$ cat config.mk
export PLATFORM = sky130hd
export DESIGN_NAME = branch_resolver
export DESIGN_NICKNAME = d
export VERILOG_FILES = /design/src/rtl/branch_pkg.sv /design/src/rtl/branch_cond_eval.sv /design/src/rtl/branch_resolver.sv
export SDC_FILE = /design/constraint.sdc
export NUM_CORES = 1
export LEC_CHECK = 0
export CAP_MARGIN = 20
export CORE_UTILIZATION = 46
export CTS_CLUSTER_SIZE = 25
export DETAILED_ROUTE_END_ITERATION = 16
export PLACE_DENSITY = 0.95
export SYNTH_ARGS = -nofsm -noshare
export SYNTH_HDL_FRONTEND = slang
export SYNTH_SLANG_ARGS = --single-unit
$ cat constraint.sdc
create_clock -name clock -period 3.4 [get_ports clock]
set_input_delay 0.51 -clock clock [delete_from_list [all_inputs] [get_ports clock]]
set_output_delay 0.51 -clock clock [all_outputs]
set_load 0.01 [all_outputs]
$ cat src/rtl/branch_pkg.sv
// Shared definitions for the branch resolver and its helpers.
//   - Opcode constants for the control-flow instructions the resolver sees.
//   - br_fb_t: one predictor feedback record (pc, wrong, predicted_taken, is_branch).
//   - FLUSH_CNT_W: width of the flush down-counter.
package branch_pkg;

  localparam logic [4:0] OP_BNE = 5'b00010;
  localparam logic [4:0] OP_BLT = 5'b00110;
  localparam logic [4:0] OP_BEX = 5'b10110;
  localparam logic [4:0] OP_J   = 5'b00001;
  localparam logic [4:0] OP_JAL = 5'b00011;

  localparam int FLUSH_CNT_W = 4;

  typedef struct packed {
    logic [31:0] pc;
    logic        wrong;
    logic        predicted_taken;
    logic        is_branch;
  } br_fb_t;

endpackage

$ cat src/rtl/branch_cond_eval.sv
// Combinational branch condition evaluator.
//   opcode      : instruction[31:27]
//   opA, opB    : $rd / $rs values (opA is $rstatus for bex)
//   is_branch   : opcode is bne, blt or bex
//   actual_taken: resolved outcome (0 for non-branches)
module branch_cond_eval
  import branch_pkg::*;
(
  input  logic [4:0]  opcode,
  input  logic [31:0] opA,
  input  logic [31:0] opB,
  output logic        is_branch,
  output logic        actual_taken
);

  // Signed less-than via a 33-bit sign-extended difference: the extra bit
  // absorbs any overflow, so bit 32 is the true sign of opA - opB.
  logic        ltSign;
  logic [31:0] unusedDiffLow;
  assign {ltSign, unusedDiffLow} = {opA[31], opA} - {opB[31], opB};

  always_comb begin
    // NOTE: defaults first so every path assigns every output; no latches.
    is_branch    = 1'b0;
    actual_taken = 1'b0;
    case (opcode)
      OP_BNE: begin
        is_branch    = 1'b1;
        actual_taken = (opA != opB);
      end
      OP_BLT: begin
        is_branch    = 1'b1;
        actual_taken = ltSign;
      end
      OP_BEX: begin
        is_branch    = 1'b1;
        actual_taken = (opA != 32'd0);
      end
      default: ;
    endcase
  end

endmodule

$ cat src/rtl/branch_resolver.sv
// Execute-stage branch resolver. Resolves bne/blt/bex, drives the registered
// predictor feedback bus, issues a one-shot redirect on a mispredict and
// holds flush/busy for FLUSH_CYCLES cycles while wrong-path work is dropped.
// Ports:
//   clock, reset (async, active-low)
//   in_*                    : execute-slot instruction and decode prediction
//   predictor_past_*, past_*: feedback for the predictor (latency 1)
//   redirect_valid/pc       : one-cycle fetch redirect
//   flush, busy             : high while in FLUSH
// Optional: define BRANCH_RESOLVER_PERF_EN to add saturating perf_branches
// and perf_mispredicts counters.
module branch_resolver
  import branch_pkg::*;
#(
  parameter int FLUSH_CYCLES = 2,
  parameter int PC_W         = 32
) (
  input  logic            clock,
  input  logic            reset,
  input  logic            in_valid,
  input  logic [4:0]      in_opcode,
  input  logic [PC_W-1:0] in_pc,
  input  logic [31:0]     in_opA,
  input  logic [31:0]     in_opB,
  input  logic [PC_W-1:0] in_target,
  input  logic            in_predicted_taken,
  output logic [PC_W-1:0] predictor_past_pc,
  output logic            predictor_past_wrong,
  output logic            past_predicted_taken,
  output logic            past_is_branch,
  output logic            redirect_valid,
  output logic [PC_W-1:0] redirect_pc,
  output logic            flush,
  output logic            busy
`ifdef BRANCH_RESOLVER_PERF_EN
  ,
  output logic [31:0]     perf_branches,
  output logic [31:0]     perf_mispredicts
`endif
);

  localparam logic [0:0] IDLE  = 1'b0;
  localparam logic [0:0] FLUSH = 1'b1;

  logic [0:0]             state;
  logic [FLUSH_CNT_W-1:0] cnt;

  logic isBranch;
  logic actualTaken;

  branch_cond_eval condEval (
    .opcode      (in_opcode),
    .opA         (in_opA),
    .opB         (in_opB),
    .is_branch   (isBranch),
    .actual_taken(actualTaken)
  );

  logic accepted;
  logic acceptedBranch;
  logic mispredict;

  assign accepted       = in_valid && (state == IDLE);
  assign acceptedBranch = accepted && isBranch;
  assign mispredict     = acceptedBranch && (actualTaken != in_predicted_taken);

  // flush/busy decode straight from the state register so an asserted reset
  // drops them immediately, not on the next edge.
  assign flush = (state == FLUSH);
  assign busy  = (state == FLUSH);

  always_ff @(posedge clock or negedge reset) begin
    if (!reset) begin
      state                <= IDLE;
      cnt                  <= '0;
      predictor_past_pc    <= '0;
      predictor_past_wrong <= 1'b0;
      past_predicted_taken <= 1'b0;
      past_is_branch       <= 1'b0;
      redirect_valid       <= 1'b0;
      redirect_pc          <= '0;
    end else begin
      // NOTE: non-blocking assignments so every register samples pre-edge values.
      past_is_branch       <= acceptedBranch;
      predictor_past_wrong <= mispredict;
      redirect_valid       <= mispredict;

      if (accepted) begin
        predictor_past_pc    <= in_pc;
        past_predicted_taken <= in_predicted_taken;
      end

      // in_pc + 1 wraps naturally at PC_W bits.
      if (mispredict) begin
        redirect_pc <= actualTaken ? in_target : in_pc + PC_W'(1);
      end

      case (state)
        IDLE: begin
          if (mispredict) begin
            state <= FLUSH;
            cnt   <= FLUSH_CNT_W'(FLUSH_CYCLES - 1);
          end
        end
        FLUSH: begin
          if (cnt == '0) begin
            state <= IDLE;
          end else begin
            cnt <= cnt - 1'b1;
          end
        end
        default: state <= IDLE;
      endcase
    end
  end

`ifdef BRANCH_RESOLVER_PERF_EN
  always_ff @(posedge clock or negedge reset) begin
    if (!reset) begin
      perf_branches    <= '0;
      perf_mispredicts <= '0;
    end else begin
      if (acceptedBranch && (perf_branches != '1)) begin
        perf_branches <= perf_branches + 32'd1;
      end
      if (mispredict && (perf_mispredicts != '1)) begin
        perf_mispredicts <= perf_mispredicts + 32'd1;
      end
    end
  end
`endif

endmodule

* After elaboration in Yosys (flattened, before gate mapping)
Index checks and enable logic that the tools add are counted.
Word-level totals: bits of input ports 137, latch bits 0, bits in registers 72, bits in writable memories 0, memory bits (read-only) 0, output and inout bits 70, word-level logic and storage cells 34, memories kept 0
Cells by class: bitwise gates (word level) 1, $mul 0, $lt $le $gt $ge 0, div/mod/pow operators 0, add/sub/neg operators 3, mux-type cells 9, equal/unequal tests 7, shift operators 0, reductions and logical operators 7
Operators with widths (number):
- 32-bit by 32-bit subtractor with 33-bit output | 1
- 32-bit by 1-bit adder with 32-bit output, second input constant | 1
- 32-bit two-way mux | 1
- 32-bit inequality test | 1
- 32-bit nonzero test | 1
- 4-bit two-way mux | 2
- 4-bit case mux with 2 select lines | 1
- 5-bit by 2-bit equality test with 1-bit output, second input constant | 1
- 5-bit by 3-bit equality test with 1-bit output, second input constant | 1
- 5-bit equality test, second input constant | 1
- 4-bit zero test | 1
- 2-bit inequality test, second input constant | 2
- 4-bit by 1-bit subtractor with 4-bit output, second input constant | 1
- 1-bit logical AND | 3
- 1-bit two-way mux | 3
- 1-bit case mux with 3 select lines | 1
- 3-bit OR reduction | 1
- 1-bit case mux with 2 select lines | 1
- 2-bit AND reduction | 1
- 1-bit inequality test | 1
- 1-bit NOT | 1

* Depth between registers and ports, before layout
Gate-level depths: netlist of run 1.
depth after elaboration 7, gate-level depth with buffers 11

* Cells and area by module
A second synthesis of run 1 with hierarchy kept.
Second synthesis, totals: cells, all modules 546, area total of the unflattened synthesis 4598.2 µm²
Modules (own cells, without submodules):
- branch_resolver | area an instance 3661.0 µm², seq. area each 1801.7 µm², instances 1, cells an instance 413
- branch_cond_eval | area an instance 937.1 µm², seq. area each 0.0 µm², instances 1, cells an instance 133

* Worst setup path after synthesis of run 1
OpenSTA, ideal clock, no wires.
path type in2reg, from input in_opB[31], to register redirect_pc[23], arrival 2.922 ns, stages on the path 10, slack 0.353 ns, buffers on the path 1, data required time 3.275 ns, path through inv_1 > ha_1 > nand4_1 > or4_1 > a31oi_1 > o211ai_1 > a21oi_1 > buf_2 > mux2_2 > mux2_2
Between the ends: cells in the longest elaborated chain, start to end 4, elaborated cells on any way between the ends 6
RTL lines:
- start, declared | line branch_resolver.sv:24 | input logic [31:0] in_opB,
- 32-bit by 32-bit subtractor with 33-bit output or 32-bit inequality test (tied branches) | line branch_cond_eval.sv:20, branch_cond_eval.sv:29
- 1-bit case mux with 3 select lines * | line branch_cond_eval.sv:26 | case (opcode)
- 1-bit inequality test | line branch_resolver.sv:65 | assign mispredict = acceptedBranch && (actualTaken != in_predicted_taken);
- 1-bit logical AND | line branch_resolver.sv:65
- end signal, assigned | line branch_resolver.sv:95 | redirect_pc <= actualTaken ? in_target : in_pc + PC_W'(1);
- end, declared | line branch_resolver.sv:32 | output logic [PC_W-1:0] redirect_pc,
Every way passes the cells marked *; elsewhere a longest branch is shown, timed or not. A chain may end at the register's enable or synchronous reset.

* Worst setup path in the final report of run 1
from input in_opB[23], to register redirect_pc[21]
Same word-level chain as after synthesis.

==> results of run 1 <==
[how the worst min path moves through the flow]
| stage | slack (ns) | cells after the start | endpoint |
|---|---|---|---|
| floorplan | 0.21 | 0 | busy |
| global placement | 0.49 | 1 | predictor_past_pc[28] |
| detailed placement | 0.49 | 1 | predictor_past_pc[5] |
| CTS | 0.33 | 1 | redirect_pc[25] |
| global route | 0.38 | 1 | redirect_valid |
| finish | 0.30 | 1 | redirect_pc[25] |
[report_power, final]
group	total [µW]	switching [µW]	internal, µW
clock	761	324	437
combinational	1560	591	968
sequential	1320	177	1140
total	3640	1090	2550
[worst max-delay path, delay by kind of cell]
| family | cells | cell delay, ns |
|---|---|---|
| adders and majority gates | 1 | 0.29 |
| AOI/OAI and AO/OA | 3 | 0.61 |
| buffers and inverters | 3 | 0.71 |
| and+or+nand+nor | 2 | 0.74 |
| muxes | 2 | 0.62 |
[layout make-up]
type | count | share of cell area (%)
well taps | 133 | 2.29
flip-flops and latches | 72 | 24.8
inverters | 42 | 2.17
multi-input cells | 301 | 36.6
clock buffers | 12 | 2.00
repair buffers | 225 | 31.0
clock inverters | 4 | 1.07
[cell usage after synthesis (2+ instances only)]
master / count / area [µm²]
a21oi_1: 13 / 65.1
a221oi_1: 2 / 17.5
a31oi_1: 2 / 12.5
and3_1: 5 / 31.3
and4_1: 5 / 43.8
buf_2: 3 / 15.0
buf_4: 2 / 15.0
buf_6: 3 / 33.8
clkbuf_1: 4 / 15.0
dfrtp_1: 72 / 1800
ha_1: 34 / 425
inv_1: 42 / 158
mux2_2: 95 / 1070
mux2_4: 2 / 30.0
mux2i_1: 2 / 20.0
nand2_1: 23 / 86.3
nand2b_1: 2 / 12.5
nand3_1: 21 / 105
nand4_1: 14 / 87.6
nor2_1: 6 / 22.5
nor2b_1: 2 / 12.5
nor3_1: 4 / 20.0
nor3b_1: 2 / 15.0
nor4_1: 8 / 50.1
nor4b_1: 2 / 17.5
o211ai_1: 2 / 15.0
o21ai_0: 7 / 35.0
or4_1: 3 / 22.5
xnor2_1: 24 / 210
xor2_1: 6 / 52.6
[metal layers]
layer  GRT usage, %  vias to the layer above
li1               -                     1987
met1           27.8                     2077
met2           52.6                      167
met3           7.46                       40
met4           12.1                        0
met5              0                        -
[stage by stage]
stage / util (%) / hold slack [ns] / power [µW] / instance area (µm²)
finish: 73.9 / 0.296 / 3640 / 7250
floorplan: - / 0.214 / 1950 / 4660
CTS: 73.7 / 0.330 / 3670 / 7240
global placement: 71.4 / 0.486 / 2810 / 7020
global route: 73.9 / 0.376 / 3850 / 7250
detailed placement: 71.4 / 0.493 / 2890 / 7020
[state kept, by name (all words and copies together) (netlist names)]
name and flops:
predictor_past_pc 32, redirect_pc 32, cnt 4, busy 1, past_is_branch 1, past_predicted_taken 1
redirect_valid 1
[cell families after synthesis]
logic type | count (synthesis) | share of synthesized area, %
buf+inv | 54 | 5.07
simple gates | 103 | 12.3
xor+xnor | 30 | 5.64
fa+ha+maj | 34 | 9.13
flops | 72 | 38.6
compound gates | 35 | 5.21
mux | 99 | 24.0
==> reports/qor.yml, run 1 <==
logic_synthesis:
  synthCells: 427
  ys_types: 45
  synth_ff_type: "dfrtp_1"
  synth_edf_count: 0
  ys_seq_area_share_pct: 38.6
  synth_fp_nets: 598
  synth.avg_cell_area_um2: 10.9
  postSynth.asyncResetShare_pct: 100
  synth_seq_cells: 72
  yosys_warnings: 0
  syn_area_mm2: 0.00466
timing:
  tightest_slew_ns: 0.906
  setup_tns_ns: 0
  period_share_pct: 96.2
  min_period_ns: 3.27
  setup_viol: 0
  worst_clock_skew_ns: 0.00670
  worst_slack_ns: 0.129
  hold_viol_final: 0
  relSlewSlack_pct: 39.6
  rsz0062_at_grt: "no"
  report.final.slew_viol_count: 0
  fmax_ghz: 0.306
cts:
  cts_buffers: 9
  cts.path.max_buffers: 2
  cts_sinks: 72
  cts_hold_buffers: 0
  clk_latency_ns: 0.34
  post_cts_buffers: 0
  cts_resized: 0
  cts.clk_slew.worst_paths_ns: 0.08
  cts_tree: "built"
  h-tree-depth: 3
  cts-root-buf: "clkbuf_8"
route:
  viasPerCell: 5.41
  wl_met1_um: 5130
  drcViolationCount: 0
  ant_nets: 0
  first_iter_violations: 138
  dr_wl_met2_um: 7560
  dr.pass1.iters: 4
  wl_per_cell_um: 17.8
  drt-total-wl_um: 14000
  route.met3.wl_um: 893
  highest_layer: "met4"
  vias: 4271
floorplanning:
  die_h_um: 103
  ioPinCount: 207
  core_mm2: 0.00982
  die_x_um: 103
  fp-row-count: 36
  die_area_mm2: 0.0105
  initial_core_util_pct: 47.5
final_layout:
  fin_cells: 789
  final_common_cell: "clkdlybuf4s50_1"
  antenna_cells: 0
  drive_above_1_share_pct: 21.5
  n_fill_cell: 704
  multiInputGateArea_mm2: 0.00265
  most-common-layout-cells: "205 x clkdlybuf4s50_1, 95 x mux2_2, 72 x dfrtp_1"
  nets: 822
  syn_to_final_growth_pct: 55.6
  area.sequential_mm2: 0.00180
placement:
  routabilityCongestion: 0.903
  post-place-ws_ns: -0.252
  place_inst: 773
  portBuffers: 206
  dpl.hpwl_um: 11100
worst_setup_path:
  crit_fanout: 20
  crit_end: "redirect_pc[21]"
  crit_top_cell: "mux2_2"
  r2r_slack_ns: 0.92
  required_ns: 3.62
  reg2reg_depth: 8
  max_stage_delay_ns: 0.60
  endpoint_kind: "flip-flop"
  slowest_stage: "or4_1"
  crit_start: "in_opB[23]"
  reg2reg_from: "busy"
  cp-start-kind: "input pin"
  cp.arrival_ns: 3.49
  crit_chain: "clkdlybuf4s50_1 > inv_1 > ha_1 > nand4_1 > or4_1 > a31oi_2 > o211ai_1 > a21oi_4 > buf_12 > mux2_2 > mux2_2"
  rr_endpoint: "redirect_pc[13]"
  crit_type: "input pin to flip-flop"
worst_hold_path:
  hp-class: "input pin to async pin"
global_route:
  grt_util_all_layers_pct: 27.5
  grt_max_degree: 73
  grt_pass1_wl_um: 22300
  antenna_found_initial: 0
  grt_pass1_vias: 4818
  grt_overflow: 0
pwr:
  ir_drop_mv: 0.382
  power_density_mw_per_mm2: 502
  power_leakage_uw: 0.00313
run:
  max_cap_viol_count: 0
status:
  outcome: "complete, no violations"
(Power assumes the default switching activity.)
==> run 2: changes to the inputs <==
==> constraint.sdc (replaced) <==
create_clock -name clock -period 3.4 [get_ports clock]
set_input_delay 0.85 -clock clock [delete_from_list [all_inputs] [get_ports clock]]
set_output_delay 0.85 -clock clock [all_outputs]
set_load 0.01 [all_outputs]
==> reports/qor.yml, run 2 (same netlist as run 1, synthesis figures left out) <==
status:
  outcome: "finished with violations"
  violations: "setup timing"
route:
  wl_per_cell_um: 21.5
  first_iter_violations: 188
  viasPerCell: 5.72
  dr.pass1.iters: 5
  drt-total-wl_um: 17900
  ant_nets: 0
  drcViolationCount: 0
  vias: 4752
global_route:
  grtUsageMet3_pct: 8.88
  met2_usage_pct: 57.7
  grt_pass1_vias: 5068
  grt_overflow: 0
  top_usage_layer: "met2"
  grt_util_all_layers_pct: 31.0
  grt.met1_usage_pct: 30.7
  grt_pass1_wl_um: 24500
  grt_max_degree: 73
  antenna_found_initial: 0
floorplanning:
  die_x_um: 103
  fp-row-count: 36
  core_mm2: 0.00982
  initial_core_util_pct: 47.5
  ioPinCount: 207
  die_h_um: 103
  die_area_mm2: 0.0105
worst_setup_path:
  crit_type: "input pin to flip-flop"
  crit_chain: "dlymetal6s2s_1 > ha_4 > nand4_1 > nor4_2 > buf_4 > nand4_1 > o21ba_4 > nor3b_4 > a311oi_4 > nand2_8 > clkbuf_16 > mux2_4"
  r2r_slack_ns: 0.92
  crit_top_cell: "nand4_1"
  required_ns: 3.62
  crit_fanout: 5
  max_stage_delay_ns: 0.44
  cp-start-kind: "input pin"
  cp.arrival_ns: 3.70
  endpoint_kind: "flip-flop"
  slowest_stage: "a311oi_4"
  cp_top_family: "simple AND/OR/NAND/NOR gates"
  worst-path-buf-inv: 3
pwr:
  power_density_mw_per_mm2: 462
  power_leakage_uw: 0.00362
  ir_drop_mv: 0.405
cts:
  cts_sinks: 72
  clk_latency_ns: 0.34
  cts-root-buf: "clkbuf_8"
  cts_hold_buffers: 0
  h-tree-depth: 3
  cts.clk_slew.worst_paths_ns: 0.07
  cts_tree: "built"
  cts_buffers: 9
  cts.path.max_buffers: 2
run:
  max_cap_viol_count: 0
final_layout:
  final_common_cell: "clkdlybuf4s50_1"
  reg_top3: "predictor_past_pc (32), redirect_pc (32), cnt (4)"
  antenna_cells: 0
  n_fill_cell: 535
  fin_area_mm2: 0.00815
  drive_above_1_share_pct: 37.4
  syn_to_final_growth_pct: 74.7
  nets: 864
  most-common-layout-cells: "145 x clkdlybuf4s50_1, 92 x mux2_2, 72 x dfrtp_1"
timing:
  min_period_ns: 3.48
  whs_ns: 0.506
  worst_clock_skew_ns: 0.0135
  period_share_pct: 102
  report.final.slew_viol_count: 0
  fmax_ghz: 0.287
  hold_viol_final: 0
  setup_viol: 33
  relSlewSlack_pct: 38.6
  worst_slack_ns: -0.0795
  tightest_slew_ns: 0.920
placement:
  portBuffers: 206
  routabilityCongestion: 0.909
  dpl.hpwl_um: 11100
  placed_cell_area_mm2: 0.00716
worst_hold_path:
  hp-class: "flip-flop to flip-flop"
-- run 2: changes by cell type in the layout (fill, tap and decap cells not counted), moves of 22 or more --
| cell | previous run | this run |
|---|---|---|
| clkdlybuf4s50_1 | 205 | 145 |
| buf_4 | 16 | 46 |
| dlygate4sd2_1 | 0 | 23 |
| inv_1 | 42 | 20 |
| inv_2 | 0 | 22 |
-- run 2: worst paths after layout --
path                                startpoint               endpoint  depth (start not counted)
worst max-delay path                in_opA[15]         redirect_pc[4]                         12
worst min-delay path            redirect_pc[2]         redirect_pc[2]                          1
worst max register to register            busy        redirect_pc[21]                          9
worst min register to register  redirect_pc[2]         redirect_pc[2]                          1
max in group asynchronous                reset   predictor_past_pc[2]                          1
min in group asynchronous                reset  predictor_past_pc[26]                          1
-- run 2: through the flow --
stage | setup WS (ns) | setup TNS (ns) | total power [µW] | utilization, % | std cells
detailed placement | -0.625 | -21.05 | 2910 | 72.9 | 792
finish | -0.0795 | -1.26 | 3770 | 83.0 | 831
global route | -0.241 | -7.37 | 3950 | 83.0 | 831
CTS | -0.0144 | -0.0387 | 3690 | 80.5 | 822
floorplan | 0.0130 | 0 | 1950 | - | 427
global placement | -0.444 | -14.82 | 2820 | 72.9 | 792
-- run 2: layout make-up --
| type | count | area (µm²) | share of cell area (%) |
|---|---|---|---|
| Multi-Input combinational cell | 301 | 3120 | 38.3 |
| Timing Repair Buffer | 267 | 2690 | 33.0 |
| Sequential cell | 72 | 1800 | 22.1 |
| Tap cell | 133 | 166 | 2.04 |
| Inverter | 42 | 158 | 1.94 |
| Clock buffer | 11 | 151 | 1.86 |
| Clock inverter | 5 | 62.6 | 0.768 |
-- run 2: power breakdown --
group          switching [µW]  internal [µW]
Sequential                190           1140
Combinational             671           1030
Clock                     344            385
-- run 2: per-layer routing --
layer	vias to the layer above	routed length [µm]	part of all wire, %
met5	-	0	0
met4	0	1080	6.1
met3	101	1330	7.5
met2	290	9400	53
met1	2291	6050	34
li1	2070	-	-
-- run 2: what timing repair did --
| item | CTS | global route |
|---|---|---|
| setup endpoints to repair | 34 | 36 |
| resized for setup | 117 | 69 |
| gates cloned | 4 | 3 |
| endpoints found under the hold margin | 0 | 0 |
| pin swaps | 17 | 38 |
| setup buffers | 11 | 7 |
